$ cat src/rtl/seq_multdiv_unit.sv
// seq_multdiv_unit: multicycle signed multiply (radix-2 Booth) / divide (restoring) unit
// with registered result, exception flag, one-cycle ready strobe and busy flag.
module seq_multdiv_unit #(
    parameter int WIDTH = 32
) (
    input  logic             clock,
    input  logic             resetn,
    input  logic [WIDTH-1:0] data_operandA,
    input  logic [WIDTH-1:0] data_operandB,
    input  logic             ctrl_MULT,
    input  logic             ctrl_DIV,
    output logic [WIDTH-1:0] data_result,
    output logic             data_exception,
    output logic             data_resultRDY,
    output logic             busy
);
    localparam int CNT_W = $clog2(WIDTH) + 1;
    localparam logic [WIDTH-1:0] MIN = {1'b1, {(WIDTH-1){1'b0}}};

    typedef enum logic [2:0] {IDLE, MUL, DIV, FIX, DONE} state_t;

    state_t           state;
    logic [CNT_W-1:0] cnt;
    logic [WIDTH-1:0] hi, lo, mcand;
    logic             q_m1, neg, ovf;
    logic [WIDTH:0]   booth_sum, shifted, diff;
    logic [WIDTH-1:0] abs_a, abs_b, quot;
    logic             fits, last, prod_ovf;

    // Booth sum is one bit wider so a MIN multiplicand cannot overflow the partial product;
    // the final product's top WIDTH+1 bits are exactly this sum.
    always_comb begin
        abs_a     = data_operandA[WIDTH-1] ? -data_operandA : data_operandA;
        abs_b     = data_operandB[WIDTH-1] ? -data_operandB : data_operandB;
        booth_sum = (lo[0] == q_m1) ? {hi[WIDTH-1], hi} :
                    lo[0] ? {hi[WIDTH-1], hi} - {mcand[WIDTH-1], mcand} :
                            {hi[WIDTH-1], hi} + {mcand[WIDTH-1], mcand};
        prod_ovf  = |booth_sum && !(&booth_sum);
        shifted   = {hi, lo[WIDTH-1]};
        diff      = shifted - {1'b0, mcand};
        fits      = !diff[WIDTH];
        quot      = neg ? -lo : lo;
        last      = cnt == CNT_W'(WIDTH-1);
    end

    always_ff @(posedge clock or negedge resetn) begin
        if (!resetn) begin
            state          <= IDLE;
            cnt            <= '0;
            hi             <= '0;
            lo             <= '0;
            mcand          <= '0;
            q_m1           <= 1'b0;
            neg            <= 1'b0;
            ovf            <= 1'b0;
            data_result    <= '0;
            data_exception <= 1'b0;
            data_resultRDY <= 1'b0;
            busy           <= 1'b0;
        end else begin
            data_resultRDY <= 1'b0;
            case (state)
                MUL: begin
                    hi   <= booth_sum[WIDTH:1];
                    lo   <= {booth_sum[0], lo[WIDTH-1:1]};
                    q_m1 <= lo[0];
                    cnt  <= cnt + 1'b1;
                    if (last) begin
                        state          <= DONE;
                        busy           <= 1'b0;
                        data_resultRDY <= 1'b1;
                        data_result    <= {booth_sum[0], lo[WIDTH-1:1]};
                        data_exception <= prod_ovf;
                    end
                end
                DIV: begin
                    hi  <= fits ? diff[WIDTH-1:0] : shifted[WIDTH-1:0];
                    lo  <= {lo[WIDTH-2:0], fits};
                    cnt <= cnt + 1'b1;
                    if (last)
                        state <= FIX;
                end
                FIX: begin
                    state          <= DONE;
                    busy           <= 1'b0;
                    data_resultRDY <= 1'b1;
                    data_result    <= quot;
                    data_exception <= ovf;
                end
                default: begin
                    cnt <= '0;
                    if (ctrl_MULT) begin
                        state <= MUL;
                        busy  <= 1'b1;
                        hi    <= '0;
                        lo    <= data_operandB;
                        q_m1  <= 1'b0;
                        mcand <= data_operandA;
                    end else if (ctrl_DIV && data_operandB == '0) begin
                        state          <= DONE;
                        data_resultRDY <= 1'b1;
                        data_result    <= '0;
                        data_exception <= 1'b1;
                    end else if (ctrl_DIV) begin
                        state <= DIV;
                        busy  <= 1'b1;
                        hi    <= '0;
                        lo    <= abs_a;
                        mcand <= abs_b;
                        neg   <= data_operandA[WIDTH-1] ^ data_operandB[WIDTH-1];
                        ovf   <= data_operandA == MIN && data_operandB == '1;
                    end else begin
                        state <= IDLE;
                    end
                end
            endcase
        end
    end
endmodule

$ cat config.mk
export PLATFORM = sky130hd
export DESIGN_NAME = seq_multdiv_unit
export DESIGN_NICKNAME = d
export VERILOG_FILES = /design/src/rtl/seq_multdiv_unit.sv
export SDC_FILE = /design/constraint.sdc
export NUM_CORES = 1
export LEC_CHECK = 0
export CORE_AREA = 3 3 164 166
export DETAILED_ROUTE_END_ITERATION = 10
export DIE_AREA = 0 0 167 169
export HOLD_SLACK_MARGIN = 0.15
export PLACE_DENSITY = 0.77
export REMOVE_ABC_BUFFERS = 1
export SLEW_MARGIN = 20
export SYNTH_ARGS = -nofsm -noshare
export SYNTH_HDL_FRONTEND = slang
export SYNTH_SLANG_ARGS = --single-unit
$ cat constraint.sdc
create_clock -name clock -period 5.14 [get_ports clock]
set_clock_uncertainty 0.15 [all_clocks]
set_input_delay 0.771 -clock clock [delete_from_list [all_inputs] [get_ports clock]]
set_output_delay 0.771 -clock clock [all_outputs]
set_load 0.05 [all_outputs]
=== Yosys cells after proc, flatten, opt, wreduce, memory -nomap -nowiden ===
Index checks and enable logic that the tools add are counted.

* Input port bits: 68
* Bits in registers: 143
* Word-level logic and storage cells: 105
* Output and inout bits: 35

* Add/sub/neg operators: 7
* Muxes and demuxes: 43
* Equality and inequality tests: 13
* Bitwise operators: 7
* Reduce and logical (&&, ||, !) cells: 23

{| class="wikitable"
|+ Operator list
! cell !! count
|-
| 2-to-1 mux 32 bit || 16
|-
| one-hot mux 32 bit (3 select lines) || 3
|-
| negation 32 bit || 3
|-
| 2-to-1 mux 33 bit || 2
|-
| equality test 32 bit (second input constant) || 2
|-
| adder 32 x 32 -> 33 bit || 1
|-
| AND reduction 33 bit || 1
|-
| OR reduction 33 bit || 1
|-
| subtractor 32 x 32 -> 33 bit || 1
|-
| subtractor 33 x 32 -> 33 bit || 1
|-
| logical NOT 32 bit || 1
|-
| 2-to-1 mux 3 bit || 4
|-
| one-hot mux 6 bit (2 select lines) || 1
|-
| AND reduction 4 bit || 3
|-
| 2-to-1 mux 1 bit || 11
|-
| one-hot mux 1 bit (3 select lines) || 3
|-
| one-hot mux 3 bit (3 select lines) || 1
|-
| inequality test 4 x 2 -> 1 bit (second input constant) || 2
|-
| nonzero test 4 bit || 2
|-
| adder 6 x 1 -> 6 bit (second input constant) || 1
|-
| equality test 3 x 2 -> 1 bit (second input constant) || 2
|-
| equality test 6 x 5 -> 1 bit (second input constant) || 1
|-
| inequality test 2 bit (second input constant) || 3
|-
| NOT 1 bit || 6
|-
| other kinds (14) || 21
|}

=== Logic depth before layout (Yosys ltp) ===
* Depth in word-level cells: 8
* Gate-level depth with buffers: 22

=== Worst setup path after synthesis ===
OpenSTA, ideal clock, no wires.

* Kind: register -> register
* Start: reg mcand[13]
* End: reg data_exception
* Cell stages (with the launch flop): 21
* Arrival time: 4.556 ns
* Slack: 0.308 ns
* Library setup time: 0.126 ns
* Cell sequence: dfrtp_1 -> or4_1 -> or4_1 -> nor2_1 -> nand2_1 -> nor2_1 -> nand2_1 -> nor3_1 -> nor2_1 -> xnor2_1 -> ha_1 -> clkbuf_1 -> nand4_1 -> or2_2 -> o221a_2 -> o31a_1 -> mux2i_1 -> a221o_1 -> mux2_2 -> o31ai_1 -> nor2_1

* Word-level cells in the longest chain between the ends: 8
* Elaborated cells between the ends (all ways): 10
* Those cells by class: add/sub (2); mux (4); reduce/logical (4)

{| class="wikitable"
|+ RTL lines
! item !! RTL line !! RTL
|-
| start, declared || 24 || <nowiki>logic [WIDTH-1:0] hi, lo, mcand;</nowiki>
|-
| start signal, assigned || 98 || <nowiki>mcand <= data_operandA;</nowiki>
|-
| start signal, assigned || 109 || <nowiki>mcand <= abs_b;</nowiki>
|-
| adder 32 x 32 -> 33 bit / subtractor 32 x 32 -> 33 bit (equally long branches) || 37, 36 ||
|-
| 2-to-1 mux 33 bit * || 36 || <nowiki>lo[0] ? {hi[WIDTH-1], hi} - {mcand[WIDTH-1], mcand} :</nowiki>
|-
| 2-to-1 mux 33 bit * || 35 || <nowiki>booth_sum = (lo[0] == q_m1) ? {hi[WIDTH-1], hi} :</nowiki>
|-
| AND reduction 33 bit || 38 || <nowiki>prod_ovf = |booth_sum && !(&booth_sum);</nowiki>
|-
| logical NOT 1 bit || 38 ||
|-
| logical AND 1 bit * || 38 ||
|-
| 2-to-1 mux 1 bit * || 68 || <nowiki>if (last) begin</nowiki>
|-
| one-hot mux 1 bit (3 select lines) * || 62 || <nowiki>case (state)</nowiki>
|-
| end signal, assigned || 73 || <nowiki>data_exception <= prod_ovf;</nowiki>
|-
| end signal, assigned || 88 || <nowiki>data_exception <= ovf;</nowiki>
|-
| end, declared || 13 || <nowiki>output logic data_exception,</nowiki>
|}

Mark *: on every way between the ends. The rest lies on a longest branch, timed or not. The select of a mux whose other input is x is not followed.
A chain may end at the register's enable or synchronous reset.

=== Final worst setup path ===
* Start: reg mcand[6]
* End: reg data_exception

The elaborated chain is that of the path after synthesis.

==> impl_metrics.ini <==
[global_routing]
grt_overflow = 0
grt_max_degree = 91
grt_pass1_wl_um = 70900
antenna_found_initial = 0
grt_pass1_vias = 13456
grtUsageTotal_pct = 30.6

[flow_run]
maxCapViolCount = 0

[critical_path]
r2r-start = mcand[6]
r2r_slack_ps = 270
crit_arrival_ps = 5030
critPathMaxFanout = 7
critPathKind = reg -> reg
r2r_end = data_exception
crit_path_end_kind = flop
rr_worst_depth = 19
crit_required_ps = 5310
startpoint_type = flop

[drt]
routedWlPerCell_um = 19.9
initialDrtViolationCount = 1423
vias = 14273
drc = 0
antenna_left = 0
firstDrtPassIters = 6
viasPerCell = 6.41
drt-total-wl_um = 44200

[cts]
max-clock-path-buffers = 2
cts_root_buf = clkbuf_16
cts_buffers = 17
clock_sinks = 143
cts_tree = built
insertion_delay_ps = 440
h-tree-depth = 4
path_clk_slew_ps = 70

[floorplanning]
core_area_um2 = 25800
start_util_pct = 54.0
die_w_um = 167
dieHeight_um = 169
rows = 59
ios = 103
die-area_um2 = 28200

[cells_and_area]
final_cell_area_um2 = 16100
nNetsFinal = 2020
drive_gt1_share_pct = 7.45
diodes = 0
area_growth_pct = 15.4

[synthesis]
synth-seq-area-share_pct = 25.7
synthTopCellsByCount = nor2_1 (216), nand2_1 (200), a21oi_1 (155)
synth_area_leaders = dfrtp_1 (26%), ha_1 (6.3%), nor2_1 (5.8%)
syn_area_um2 = 13900
yosysWarnings = 0
synth_ff_type = dfrtp_1
yosys.cell_count.top_type = nor2_1
syn_area_per_cell_um2 = 7.63
synthDistinctLibCells = 79
yosysTopAreaCell = dfrtp_1
ys_ff_latch = 143
async_reset_ff_share_pct = 100
synth-edff-count = 0
synthCells = 1825
synth_top_area_share_pct = 25.7

[sta]
setup_violations = 0
period_needed_ps = 4870
hold_slack_ps = 164
finalMaxSlewViolations = 0
fin_crit_sh_pct = 94.7
max_freq_mhz = 205
worst_slack_ps = 273
relSlewSlack_pct = 32.4
worst_pin_slew_ps = 1010
timing.final.hold_violations = 0

[outcome]
status = finished clean

[hold_path]
hold_class = in -> async

[placement]
placed_cell_area_um2 = 15300
hpwl_um = 32500
dp_worst_setup_slack_ps = 135
portBuffers = 102
gp_congestion = 0.956
critical path, cell delays in order (launching register included):
cell,delay (ps)
dfrtp_1,420
inv_1,190
nand4_1,240
nor4_4,240
and2_1,230
a41oi_1,150
xnor2_1,330
ha_1,370
nand3_1,290
o21ai_0,120
o22a_1,250
nor3_1,250
a21oi_1,60
and3_1,220
or3_1,370
nor4_2,270
buf_4,160
nand4_1,130
nor4_1,200
nor2_1,90
how the worst max path moves through the flow:
stage                   start              to  slack, ps  cells after the start
global placement    mcand[13]  data_exception        190                     20
detailed placement  mcand[13]  data_exception        140                     22
finish               mcand[6]  data_exception        270                     19
global route        mcand[13]  data_exception        -10                     22
CTS                 mcand[13]  data_exception        110                     22
floorplan              lo[31]          hi[16]       -100                     14
cell families (layout without fill, tap and decap cells):
| kind of cell | count (synthesis) | after routing | synth area share (%) |
|---|---|---|---|
| buf+inv | 180 | 248 | 5.22 |
| flops | 143 | 143 | 25.7 |
| mux | 54 | 54 | 3.90 |
| fa+ha+maj | 72 | 72 | 6.58 |
| xor+xnor | 167 | 167 | 10.5 |
| compound gates | 574 | 574 | 26.8 |
| simple gates | 635 | 635 | 21.2 |
layout by cell type (no fill, tap or decap), drive strengths merged, types with 17 or more instances in the layout:
master and count:
inv 61, nand2 201, o31ai 37, nand4 30, nor2 216, or4 20
buf 57, mux2i 52, a221oi 48, a21oi 156, nor3 27, clkbuf 17
o41ai 17, xnor2 80, o21ai 143, nor4 18, a21o 22, nand3 26
dfrtp 143, a31oi 19, o221ai 24, ha 70, clkdlybuf4s50 99, xor2 87
routing by layer:
metal	part of all wire [%]	global-route usage [%]	vias up
met4	4.2	13.6	0
met1	43	40.9	6704
met2	46	48.9	653
li1	-	-	6784
met3	7.1	5.11	132
met5	0	0	-
sequential cells by signal, summed over array words and instances (netlist names):
name and cells:
busy 1, cnt 6, data_exception 1, data_result 32, data_resultRDY 1, hi 32, lo 32, mcand 32
neg 1, ovf 1, q_m1 1, state 3
metrics by stage:
step                      TNS [ps]  cells  utilization [%]
final                            0   2228             62.4
after global routing         -19.7   2228             62.4
after CTS                        0   2226             61.9
after detailed placement         0   2194             59.5
after global placement           0   2194             59.5
after floorplan              -1880   1705                -
area by class of cell:
cell class,count,area (um^2)
fill,2249,9700
sequential,143,3580
inverter,60,225
clock inverter,15,186
multi-input combinational,1502,9770
tap,335,419
clock buffer,17,425
timing repair buffer,156,1460
timing repair:
| item | 4_1_cts | 5_1_grt |
|---|---|---|
| setup buffers | 0 | 2 |
| setup endpoints to repair | 0 | 4 |
| resized for setup | 0 | 25 |
| hold buffers | 0 | 0 |
Power is not shown: default switching activity piles up to over one toggle a cycle in this logic, so the estimate is an artifact.
